$ cat src/rtl/rv32_pkg.sv
// Shared RV32I definitions used by the fetch unit and the control unit:
// instruction constants, major opcodes, fetch FSM states and buffer entry layout.
package rv32_pkg;

    localparam int XLEN = 32;

    // addi x0, x0, 0
    localparam logic [XLEN-1:0] NOP_INST = 32'h0000_0013;

    // Major opcodes (inst[6:0])
    localparam logic [6:0] OPC_LUI      = 7'b0110111;
    localparam logic [6:0] OPC_AUIPC    = 7'b0010111;
    localparam logic [6:0] OPC_JAL      = 7'b1101111;
    localparam logic [6:0] OPC_JALR     = 7'b1100111;
    localparam logic [6:0] OPC_BRANCH   = 7'b1100011;
    localparam logic [6:0] OPC_LOAD     = 7'b0000011;
    localparam logic [6:0] OPC_STORE    = 7'b0100011;
    localparam logic [6:0] OPC_OP_IMM   = 7'b0010011;
    localparam logic [6:0] OPC_OP       = 7'b0110011;
    localparam logic [6:0] OPC_MISC_MEM = 7'b0001111;
    localparam logic [6:0] OPC_SYSTEM   = 7'b1110011;

    typedef enum logic [1:0] {
        S_IDLE,
        S_REQ,
        S_WAIT
    } fetch_state_t;

    typedef struct packed {
        logic [XLEN-1:0] pc;
        logic [XLEN-1:0] inst;
    } fetch_entry_t;

    // Fetches are always word aligned; the low two bits are simply cleared.
    function automatic logic [XLEN-1:0] align_pc(input logic [XLEN-1:0] a);
        return {a[XLEN-1:2], 2'b00};
    endfunction

endpackage

$ cat src/rtl/fetch_buffer.sv
// Small synchronous FIFO holding fetched {pc, inst} pairs between the memory
// side and the control unit. Flush wins over push and pop.
module fetch_buffer
    import rv32_pkg::*;
#(
    parameter  int DEPTH = 2,
    localparam int PW    = (DEPTH > 1) ? $clog2(DEPTH) : 1,
    localparam int CW    = PW + 1
) (
    input  logic          clk,
    input  logic          rst_n,
    input  logic          flush,
    input  logic          push,
    input  logic [31:0]   push_inst,
    input  logic [31:0]   push_pc,
    input  logic          pop,
    output logic          head_valid,
    output logic [31:0]   head_inst,
    output logic [31:0]   head_pc,
    output logic [CW-1:0] count
);

    localparam logic [CW-1:0] FULL_CNT = CW'(DEPTH);

    fetch_entry_t  mem [DEPTH];
    logic [PW-1:0] rd_ptr;
    logic [PW-1:0] wr_ptr;
    logic          do_push;
    logic          do_pop;

    // A pop on an empty buffer is ignored; a push on a full buffer only lands
    // when a pop frees the head in the same cycle.
    assign do_pop  = pop && (count != '0);
    assign do_push = push && ((count != FULL_CNT) || do_pop);

    // Pointer and occupancy bookkeeping
    always_ff @(posedge clk or negedge rst_n) begin
        if (!rst_n) begin
            rd_ptr <= '0;
            wr_ptr <= '0;
            count  <= '0;
        end else if (flush) begin
            rd_ptr <= '0;
            wr_ptr <= '0;
            count  <= '0;
        end else begin
            if (do_push) wr_ptr <= wr_ptr + PW'(1);
            if (do_pop)  rd_ptr <= rd_ptr + PW'(1);
            count <= count + CW'(do_push) - CW'(do_pop);
        end
    end

    // Entry storage; contents are qualified by count so they need no reset
    always_ff @(posedge clk) begin
        if (do_push && !flush) begin
            mem[wr_ptr] <= '{pc: push_pc, inst: push_inst};
        end
    end

    assign head_valid = (count != '0);
    assign head_inst  = mem[rd_ptr].inst;
    assign head_pc    = mem[rd_ptr].pc;

endmodule

$ cat src/rtl/inst_fetch_unit.sv
// Instruction fetch front end: owns the PC, issues one word fetch at a time
// over req/gnt/rvalid, buffers returned words with their PC and hands them to
// the control unit under valid/ready. Redirects flush the buffer and squash
// the outstanding fetch.
module inst_fetch_unit
    import rv32_pkg::*;
#(
    parameter logic [31:0] RESET_PC   = 32'h0000_0000,
    parameter int          FIFO_DEPTH = 2
) (
    input  logic        clk,
    input  logic        rst_n,
    input  logic        redirect_valid,
    input  logic [31:0] redirect_pc,
    output logic        imem_req,
    output logic [31:0] imem_addr,
    input  logic        imem_gnt,
    input  logic        imem_rvalid,
    input  logic [31:0] imem_rdata,
    output logic        inst_valid,
    output logic [31:0] inst,
    output logic [31:0] inst_pc,
    input  logic        inst_ready,
    output logic        fetch_err
);

    localparam int            PW       = (FIFO_DEPTH > 1) ? $clog2(FIFO_DEPTH) : 1;
    localparam int            CW       = PW + 1;
    localparam logic [CW-1:0] FULL_CNT = CW'(FIFO_DEPTH);

    fetch_state_t  state;
    fetch_state_t  state_nxt;
    logic [31:0]   pc;          // address of the next request to issue
    logic [31:0]   req_addr;    // address of the request currently on the bus / in flight
    logic          drop;        // in-flight word belongs to a squashed path
    logic [31:0]   redirect_tgt;
    logic          push;
    logic          pop;
    logic [CW-1:0] count;
    logic [CW-1:0] count_after;
    logic          head_valid;
    logic [31:0]   head_inst;
    logic [31:0]   head_pc;

    assign redirect_tgt = align_pc(redirect_pc);

    // A word returning in the same cycle as a redirect is stale and never stored.
    assign push = (state == S_WAIT) && imem_rvalid && !drop && !redirect_valid;
    assign pop  = head_valid && inst_ready && !redirect_valid;

    // Buffer occupancy once this cycle's push/pop/flush have taken effect.
    assign count_after = redirect_valid ? '0 : (count + CW'(push) - CW'(pop));

    fetch_buffer #(
        .DEPTH (FIFO_DEPTH)
    ) u_buf (
        .clk        (clk),
        .rst_n      (rst_n),
        .flush      (redirect_valid),
        .push       (push),
        .push_inst  (imem_rdata),
        .push_pc    (req_addr),
        .pop        (pop),
        .head_valid (head_valid),
        .head_inst  (head_inst),
        .head_pc    (head_pc),
        .count      (count)
    );

    // Next-state and request decode; a request is only raised when its
    // returning word is guaranteed a buffer slot.
    always_comb begin
        state_nxt = state;
        imem_req  = 1'b0;
        case (state)
            S_IDLE: begin
                if ((count < FULL_CNT) || redirect_valid) state_nxt = S_REQ;
            end
            S_REQ: begin
                imem_req = 1'b1;
                if (imem_gnt) state_nxt = S_WAIT;
            end
            S_WAIT: begin
                if (imem_rvalid) state_nxt = (count_after < FULL_CNT) ? S_REQ : S_IDLE;
            end
            default: state_nxt = S_IDLE;
        endcase
    end

    // FSM state register
    always_ff @(posedge clk or negedge rst_n) begin
        if (!rst_n) state <= S_IDLE;
        else        state <= state_nxt;
    end

    // PC: redirect overrides; advance on a grant of a live (non-squashed) request
    always_ff @(posedge clk or negedge rst_n) begin
        if (!rst_n) begin
            pc <= RESET_PC;
        end else if (redirect_valid) begin
            pc <= redirect_tgt;
        end else if ((state == S_REQ) && imem_gnt && !drop) begin
            pc <= pc + 32'd4;
        end
    end

    // Latch the request address on entry to S_REQ so it holds until granted
    always_ff @(posedge clk or negedge rst_n) begin
        if (!rst_n) begin
            req_addr <= RESET_PC;
        end else if ((state != S_REQ) && (state_nxt == S_REQ)) begin
            req_addr <= redirect_valid ? redirect_tgt : pc;
        end
    end

    // Squash flag for the single outstanding fetch; the returning word clears it
    always_ff @(posedge clk or negedge rst_n) begin
        if (!rst_n) begin
            drop <= 1'b0;
        end else if ((state == S_WAIT) && imem_rvalid) begin
            drop <= 1'b0;
        end else if (redirect_valid && ((state == S_REQ) || (state == S_WAIT))) begin
            drop <= 1'b1;
        end
    end

    // Misaligned redirect target flagged for one cycle
    always_ff @(posedge clk or negedge rst_n) begin
        if (!rst_n) fetch_err <= 1'b0;
        else        fetch_err <= redirect_valid && (redirect_pc[1:0] != 2'b00);
    end

    assign imem_addr  = req_addr;
    assign inst_valid = head_valid;
    assign inst       = head_valid ? head_inst : NOP_INST;
    assign inst_pc    = head_valid ? head_pc : 32'd0;

endmodule

$ cat config.mk
export PLATFORM = sky130hd
export DESIGN_NAME = inst_fetch_unit
export DESIGN_NICKNAME = d
export VERILOG_FILES = /design/src/rtl/rv32_pkg.sv /design/src/rtl/fetch_buffer.sv /design/src/rtl/inst_fetch_unit.sv
export SDC_FILE = /design/constraint.sdc
export NUM_CORES = 1
export LEC_CHECK = 0
export ABC_AREA = 1
export CORE_ASPECT_RATIO = 2
export CORE_MARGIN = 3
export CORE_UTILIZATION = 52
export CTS_CLUSTER_DIAMETER = 60
export DETAILED_ROUTE_END_ITERATION = 10
export PLACE_DENSITY = 0.85
export SYNTH_ARGS = -nofsm -noshare
export SYNTH_HDL_FRONTEND = slang
export SYNTH_SLANG_ARGS = --single-unit
$ cat constraint.sdc
create_clock -name clk -period 5.65 [get_ports clk]
set_clock_uncertainty 0.1 [all_clocks]
set_input_delay 1.13 -clock clk [delete_from_list [all_inputs] [get_ports clk]]
set_output_delay 1.13 -clock clk [all_outputs]
set_load 0.01 [all_outputs]
# Word-level counts from Yosys, hierarchy flattened
# Memories as Yosys holds them, arrays and structs flattened.
# Index checks and enable logic that the tools add are counted.
dict set report op_classes {
  reduce_logical 25
  eq_ne 5
  multipliers 0
  div_mod_pow 0
  order_cmp 2
  bitwise_logic 0
  muxes 21
  add_sub_neg 7
  shifts 0
}
# op count
set op_table {}
lappend op_table {{$mux W32} 5}
lappend op_table {{$add A32 B3 Y32 const B} 1}
lappend op_table {{$logic_and A1 B1 Y1} 13}
lappend op_table {{$reduce_bool A2 Y1} 6}
lappend op_table {{$mux W1} 10}
lappend op_table {{$mux W2} 5}
lappend op_table {{$pmux W2 S3} 1}
lappend op_table {{$add A2 B1 Y2} 2}
lappend op_table {{$eq A2 B1 Y1 const B} 2}
lappend op_table {{$lt A2 B2 Y1 const B} 2}
lappend op_table {{$sub A2 B1 Y2} 2}
lappend op_table {{$logic_or A1 B1 Y1} 3}
lappend op_table {{$add A1 B1 Y1 const B} 2}
lappend op_table {{$eq A2 B2 Y1 const B} 1}
lappend op_table {{$logic_not A1 Y1} 2}
lappend op_table {{$logic_not A2 Y1} 1}
lappend op_table {{$ne A2 B1 Y1 const B} 1}
lappend op_table {{$ne A2 B2 Y1 const B} 1}
dict set report word_totals {
  word_cells 69
  romBits 0
  out_inout_bits 99
  ram_bits 128
  memories 1
  register_bits 72
  inputBits 70
  latch_bits 0
}
# memory depth word_bits rd rd_ports_with_merged_regs write_ports line
set mem_list {}
lappend mem_list {u_buf.mem 2 64 1 0 1 fetch_buffer.sv:25} ;# fetch_entry_t mem [DEPTH];

# Longest topological paths before layout
# Gate-level depths: netlist (run 1).
dict set report logic_depth {
  depth_word 13
  mapped_depth 16
}

# By module
# From an unflattened synthesis (run 1), not the netlist that was laid out.
dict set report unflattened {
  hier_cells 1126
  hier_area_um2 9646.8
}
# module area_per_inst_um2 n_inst cells_per_inst
set modules_own_cells {}
lappend modules_own_cells {fetch_buffer 4904.7 1 371}
lappend modules_own_cells {inst_fetch_unit 4742.0 1 755}

# Worst setup path before layout (run 1)
# OpenSTA, ideal clock, no wires.
dict set report synth_timing {
  kind {input to register}
  start {input port redirect_valid}
  end {memory u_buf.mem[0][0] in the netlist's numbering, enable pin}
  stages 6
  path_slack_ns 0.828
  arrival_ns 4.238
  required_ns 5.066
  n_path_buf 1
  path_cell_list {inv_2 -> buf_4 -> nand2_1 -> nand3_1 -> nand2_1 -> nor2_1}
}
dict set report synth_between {
  elab_chain_cells 8
}
# item line
set synth_lines {}
lappend synth_lines {{start: declaration} inst_fetch_unit.sv:13} ;# input logic redirect_valid,
lappend synth_lines {{$logic_not A1 Y1 (*)} {fetch_buffer.sv:55, inst_fetch_unit.sv:48, inst_fetch_unit.sv:49}}
lappend synth_lines {{$logic_and A1 B1 Y1} inst_fetch_unit.sv:49} ;# assign pop = head_valid && inst_ready && !redirect_valid;
lappend synth_lines {{$logic_and A1 B1 Y1} fetch_buffer.sv:33} ;# assign do_pop = pop && (count != '0);
lappend synth_lines {{$logic_or A1 B1 Y1} fetch_buffer.sv:34} ;# assign do_push = push && ((count != FULL_CNT) || do_pop);
lappend synth_lines {{$logic_and A1 B1 Y1} fetch_buffer.sv:34}
lappend synth_lines {{$logic_and A1 B1 Y1 (*)} fetch_buffer.sv:55} ;# if (do_push && !flush) begin
lappend synth_lines {{$mux W1 (*)} fetch_buffer.sv:55}
lappend synth_lines {{$mux W1 (implied by the code) (*)} fetch_buffer.sv:56} ;# mem[wr_ptr] <= '{pc: push_pc, inst: push_inst};
lappend synth_lines {{end: declaration} fetch_buffer.sv:25}
# Mark *: on every way between the ends. The rest lies on a longest branch, timed or not.

# Final worst setup path (run 1)
dict set report layout_timing {
  start {input port redirect_valid}
  end {register req_addr[27] (netlist: imem_addr[27])}
}
dict set report layout_between {
  elab_chain_cells 11
}
# item line
set layout_lines {}
lappend layout_lines {{$logic_not A1 Y1} {inst_fetch_unit.sv:48, inst_fetch_unit.sv:49}}
lappend layout_lines {{$logic_and A1 B1 Y1} inst_fetch_unit.sv:48} ;# assign push = (state == S_WAIT) && imem_rvalid && !drop && !redirect_valid;
lappend layout_lines {{$add A2 B1 Y2} inst_fetch_unit.sv:52} ;# assign count_after = redirect_valid ? '0 : (count + CW'(push) - CW'(pop));
lappend layout_lines {{$sub A2 B1 Y2} inst_fetch_unit.sv:52}
lappend layout_lines {{$mux W2} inst_fetch_unit.sv:52}
lappend layout_lines {{$lt A2 B2 Y1} inst_fetch_unit.sv:84} ;# if (imem_rvalid) state_nxt = (count_after < FULL_CNT) ? S_REQ : S_IDLE;
lappend layout_lines {{$mux W1} inst_fetch_unit.sv:84}
lappend layout_lines {{$mux W2} inst_fetch_unit.sv:84}
lappend layout_lines {{$pmux W2 S3} inst_fetch_unit.sv:75} ;# case (state)
lappend layout_lines {{$eq A2 B1 Y1} inst_fetch_unit.sv:111} ;# end else if ((state != S_REQ) && (state_nxt == S_REQ)) begin
lappend layout_lines {{$logic_and A1 B1 Y1} inst_fetch_unit.sv:111}
lappend layout_lines {{end signal: assignment} inst_fetch_unit.sv:112} ;# req_addr <= redirect_valid ? redirect_tgt : pc;
lappend layout_lines {{end: declaration} inst_fetch_unit.sv:34} ;# logic [31:0] req_addr;
# Several ways; a longest one is shown, not always the timed one.
# A chain may end at the register's enable or synchronous reset.

==> results.md, run 1 <==
* Design Power at 4.243 mW
* Worst setup SP type: input port
* VDD IR max at 223.1 uV
* Placed standard-cell area at 10,580 sq um
* Leakage Power at 4.472 nW
* Met3 Wirelength at 1129 um
* RSZ-0062 raised after global routing: false
* Seq cells post-synth at 195
* Outcome: finished, final reports clean
* WL per Instance at 16.85 um
* Post-synth ARST share at 35.38%
* Core ar. at 16,430 sq um
* Syn nets at 988
* Global Route Usage Sum at 23.84%
* Worst min path class: flip-flop to flip-flop
* CTS max path bufs at 2
* Worst reg2reg path depth at 15
* Max FO, Critical Path at 47
* Slew Limit Fails at 0
* Setup Buffers After CTS at 0
* Routed vias/inst at 5.480
* Worst-Skew Late Latency at 0.43 ns
* Proportion of layout cells with a drive suffix above 1 at 6.337%
* WL final at 21,520 um
* Final period util at 70.45%
* Hold-fix buffers at CTS at 0
* Initial antenna violation count at 0
* Pre-CTS setup slack at 1.274 ns
* Slew at the pin closest to its max-slew limit at 1.103 ns
* FF-to-FF Start: u_buf.count[1]
* Mapped Area at 8783 sq um
* Die X at 97.90 um
* Vias after detailed routing at 6,998
* Post-route ant nets at 0
* R2r setup slk at 2.04 ns
* Avg Cell Area, Syn at 9.652 sq um
* Post-DP HPWL at 15,200 um
* Num CTS Buffers at 17
* Io pins at 169
* TritonCTS clock tree: yes
* Largest net degree at the start of global routing at 65
* Final Hold Viols at 0
* Fmax at 251.2 MHz
* Tmin final at 3.980 ns
* Critical path class: input port to flip-flop
* Htree depth at 4
* Max Cap Viol at 0
* Synthesized instance count at 910
* Worst hold path stage count at 0
* First-pass GRT wire length at 34,730 um
* Vias in the first global route at 6,908
* Iteration-0 DRC Markers at 414
* CP Capture Type: flip-flop
* Highest metal used: met4
* Die Y at 189.8 um
* Met1 wire length at 7620 um
* Grt total ovfl at 0
* Final worst setup slack at 1.670 ns
* Sequential-to-total area share from yosys stat at 62.74%
* Clk root buf: clkbuf_16
* Power Dens Cells at 381.1 nW/um^2
* WHS Endpoint: u_buf.mem[0][58]
* Post-synth cell types at 38
* CP arrival at 4.19 ns
* Setup TNS at 0 ns
* Drt first pass iters at 5
* Placer Congestion at 0.9484
* Hold wc startpoint: imem_addr[26]
* Design Area, Final at 11,130 sq um
* # rows at 66
* Worst Hold Margin at 0.4148 ns
* Drc violations at 0
* Number of port buffers at 168
* Reg clk slew, reported paths at 0.06 ns
* Met2 routed WL at 11,960 um
* Worst R2R End: imem_addr[27]
* EDFF count, synth at 126
* Starting Density at 53.45%
* Synth warnings at 0
* Layout Nets at 1,138
* Number of inserted diodes at 0
* Worst EP required at 5.86 ns
* Die ar. at 18,580 sq um
* Area Overhead vs Synth at 26.75%
* Sink Count at 195
* Worst slew margin at 26.47%
* Final Setup Violations at 0
* Post_cts resized at 0
* Main synth FF type: edfxtp_1
how the worst max path moves through the flow:
stage          depth (start not counted)  slack [ns]           start               to
3_3_place_gp                          14        1.42  redirect_valid    imem_addr[16]
5_1_grt                               16        1.32  redirect_valid    imem_addr[27]
4_1_cts                               14        1.70  redirect_valid    imem_addr[27]
6_report                              16        1.67  redirect_valid    imem_addr[27]
2_1_floorplan                          6        0.83  redirect_valid  u_buf.mem[0][0]
3_5_place_dp                          14        1.27  redirect_valid    imem_addr[27]
registers in the layout (all words and copies together), names as in the netlist:
| signal | cells |
|---|---|
| fetch_err | 1 |
| u_buf.mem | 126 |
| u_buf.count | 2 |
| state | 2 |
| imem_addr | 31 |
| pc | 30 |
| u_buf.rd_ptr | 1 |
| drop | 1 |
| u_buf.wr_ptr | 1 |
metrics by stage:
step,cells,utilization (%)
floorplan,910,-
global placement,1245,64.36
detailed placement,1245,64.36
CTS,1277,67.75
global route,1277,67.75
finish,1277,67.75
cells in the mapped netlist, drive strengths merged (8+ instances only):
| master | count | area share [%] |
|---|---|---|
| nor2 | 52 | 2.8 |
| o21ai | 35 | 2.0 |
| nand3 | 33 | 2.1 |
| ha | 8 | 1.1 |
| dfrtp | 69 | 20 |
| nand2 | 349 | 15 |
| edfxtp | 126 | 43 |
| a21oi | 70 | 4.0 |
| inv | 56 | 2.4 |
| clkbuf | 20 | 0.85 |
| buf | 27 | 1.8 |
| nand4 | 40 | 2.8 |
kinds of logic after synthesis:
logic type / Yosys count / share of synthesized area, %
compound gates: 122 / 7.536
fa+ha+maj: 8 / 1.140
buf+inv: 103 / 5.071
flops: 195 / 62.74
simple gates: 478 / 23.12
xor+xnor: 4 / 0.3989
cell type report:
cell class | count | area [sq um]
well taps | 204 | 255.2
clock inverters | 9 | 66.31
clock buffers | 23 | 490.5
multi-input cells | 612 | 2848
fillers | 1271 | 5300
inverters | 56 | 210.2
flip-flops and latches | 195 | 5512
repair buffers | 178 | 1752
worst max-delay path: stages:
cell and delay [ns]:
clkdlybuf4s50_1 0.46, buf_4 0.40, inv_2 0.11, nand2_1 0.13, inv_1 0.07, ha_1 0.20, inv_1 0.06, nand2_1 0.05
nand2_1 0.07, nor2_1 0.05, nand2_1 0.05, nand3_1 0.10, nand2_2 0.39, nand3_2 0.60, nand2_1 0.24, nand2_1 0.06
report_power, final:
group          leakage (nW)  total (mW)  internal, mW  switching (mW)
sequential             2.01        2.00          1.77           0.230
clock                 0.266        1.13         0.620           0.508
combinational          2.20        1.12         0.467           0.652
per-layer routing:
| metal | track usage [%] | up-vias |
|---|---|---|
| met3 | 4.257 | 56 |
| met4 | 11.15 | 0 |
| li1 | - | 3350 |
| met5 | 0 | - |
| met1 | 26.30 | 3297 |
| met2 | 43.80 | 295 |
layout by cell type, fill, tap and decap left out, types with 3 or more instances in the layout:
master / netlist / layout
buf_4: 5 / 10
o21ai_1: 7 / 7
edfxtp_1: 126 / 126
nand2_1: 343 / 343
inv_2: 5 / 5
nand3_1: 30 / 30
a21oi_1: 69 / 69
nand3_2: 3 / 3
clkdlybuf4s50_1: 0 / 167
o211ai_1: 4 / 4
o21ai_0: 28 / 28
nand4_1: 40 / 40
nand2_2: 5 / 5
clkinvlp_4: 0 / 3
dfrtp_1: 69 / 68
clkbuf_1: 20 / 4
nor2_1: 42 / 40
inv_1: 51 / 51
inv_6: 0 / 3
nor2_2: 5 / 4
clkbuf_16: 0 / 19
o21bai_1: 5 / 5
nor2_4: 5 / 8
ha_1: 8 / 8
xor2_1: 3 / 3
(Power assumes the default switching activity.)
==> inputs of run 2 (changes only) <==
CORE_UTILIZATION = 47   (was 52)
PLACE_DENSITY = 0.81   (was 0.85)
clock period = 3.63 ns   (was 5.65 ns; I/O delays follow)
==> results.md, run 2 (synthesis gave the netlist of run 1 again) <==
* Clk root buf: clkbuf_16
* Layout Nets at 1,141
* Hold-fix buffers at CTS at 0
* Critical path class: flip-flop to output port
* Crit path launch: u_buf.rd_ptr
* Fmax at 320.0 MHz
* Leakage Power at 4.492 nW
* Vias in the first global route at 6,952
* Starting Density at 47.98%
* Max FO, Critical Path at 20
* Most frequent cells in the layout: nand2_1 (343), clkdlybuf4s50_1 (167), edfxtp_1 (126)
* Worst reg2reg path depth at 8
* Tmin final at 3.125 ns
* Number of inserted diodes at 0
* Design Area, Final at 11,200 sq um
* Sink Count at 195
* CP arrival at 2.30 ns
* Final Setup Violations at 0
* Io pins at 169
* Drc violations at 0
* Most common cell after layout, fill and taps aside: nand2_1
* Initial antenna violation count at 0
* Grt total ovfl at 0
* Final period util at 86.08%
* Die Y at 199.3 um
* CP Capture Type: output port
* FF-to-FF Start: state[1]
* Die ar. at 20,460 sq um
* Multi-input logic area at 2848 sq um
* Post-DP HPWL at 14,980 um
* Area Overhead vs Synth at 27.55%
* Worst EP required at 2.80 ns
* Final worst setup slack at 0.5054 ns
* Post_cts resized at 0
* Core ar. at 18,310 sq um
* Critical path endpoint: inst_pc[23]
* Global Route Usage Sum at 21.64%
* Max Cap Viol at 0
* Reg clk slew, reported paths at 0.08 ns
* CTS max path bufs at 2
* Final Hold Viols at 0
* # rows at 70
* Slew at the pin closest to its max-slew limit at 1.072 ns
* Filler instances at 1,505
* Worst min path class: input port to async pin
* Iteration-0 DRC Markers at 327
* Outcome: finished, final reports clean
* Proportion of layout cells with a drive suffix above 1 at 6.691%
* Power Dens Cells at 585.9 nW/um^2
* Largest Register: u_buf.mem
* Placer Congestion at 0.9083
* Htree depth at 4
* VDD IR max at 375.0 uV
* Setup Buffers After CTS at 0
* Vias after detailed routing at 6,849
* First-pass GRT wire length at 34,270 um
* Worst Hold Margin at 0.3415 ns
* Number of port buffers at 168
* Post-route ant nets at 0
* TritonCTS clock tree: yes
* Placed standard-cell area at 10,660 sq um
* Num CTS Buffers at 17
* Die X at 102.7 um
* R2r setup slk at 0.69 ns
* WL final at 21,280 um
* Pre-CTS setup slack at 0.2143 ns
* Design Power at 6.564 mW
* Routed vias/inst at 5.301
* WL per Instance at 16.47 um
* Largest register FFs at 126
* Worst slew margin at 28.47%
* Worst R2R End: pc[6]
* Drt first pass iters at 5
* Largest net degree at the start of global routing at 64
* Worst setup SP type: flip-flop
* Total area of sequential cells at 5512 sq um
* Worst-Skew Late Latency at 0.43 ns
* RSZ-0062 raised after global routing: false
* Slew Limit Fails at 0
[run 2: metrics by stage]
stage	setup TNS [ns]	instances	util, %
finish	0	1292	61.20
global route	0	1292	61.20
CTS	0	1292	61.20
detailed placement	0	1260	58.26
global placement	0	1260	58.26
floorplan	-99.28	910	-
[run 2: area by class of cell]
cell class,count,share of cell area (%)
repair buffers,181,16.28
clock buffers,20,3.898
inverters,56,1.876
clock inverters,12,0.9158
well taps,216,2.412
flip-flops and latches,195,49.20
multi-input cells,612,25.42
[run 2: power breakdown]
part	switching [mW]	internal, mW
sequential	0.334	2.75
clock	0.831	0.893
combinational	1.01	0.742
total	2.18	4.38
[run 2: layer usage]
layer,vias up,GRT usage (%),part of all wire [%]
li1,3368,-,-
met1,3230,23.52,36
met2,196,39.35,55
met3,55,3.284,4.1
met4,0,11.48,4.5
met5,-,0,0
[run 2: how the worst min path moves through the flow]
stage                             start          endpoint  slack, ns  cells after the start
after global placement     imem_addr[2]  u_buf.mem[0][34]       0.38                      0
after detailed placement  imem_addr[22]  u_buf.mem[0][54]       0.39                      0
after global routing              rst_n     imem_addr[22]       0.41                      1
final                             rst_n            pc[31]       0.34                      1
after floorplan                   rst_n              drop       0.33                      0
after CTS                         rst_n            pc[25]       0.36                      1
[run 2: critical path, cell delays in order, from the launching register on]
cell             delay, ns
dfrtp_2               0.42
inv_2                 0.27
buf_4                 0.32
nand2_1               0.09
a21oi_1               0.15
clkdlybuf4s50_1       0.61
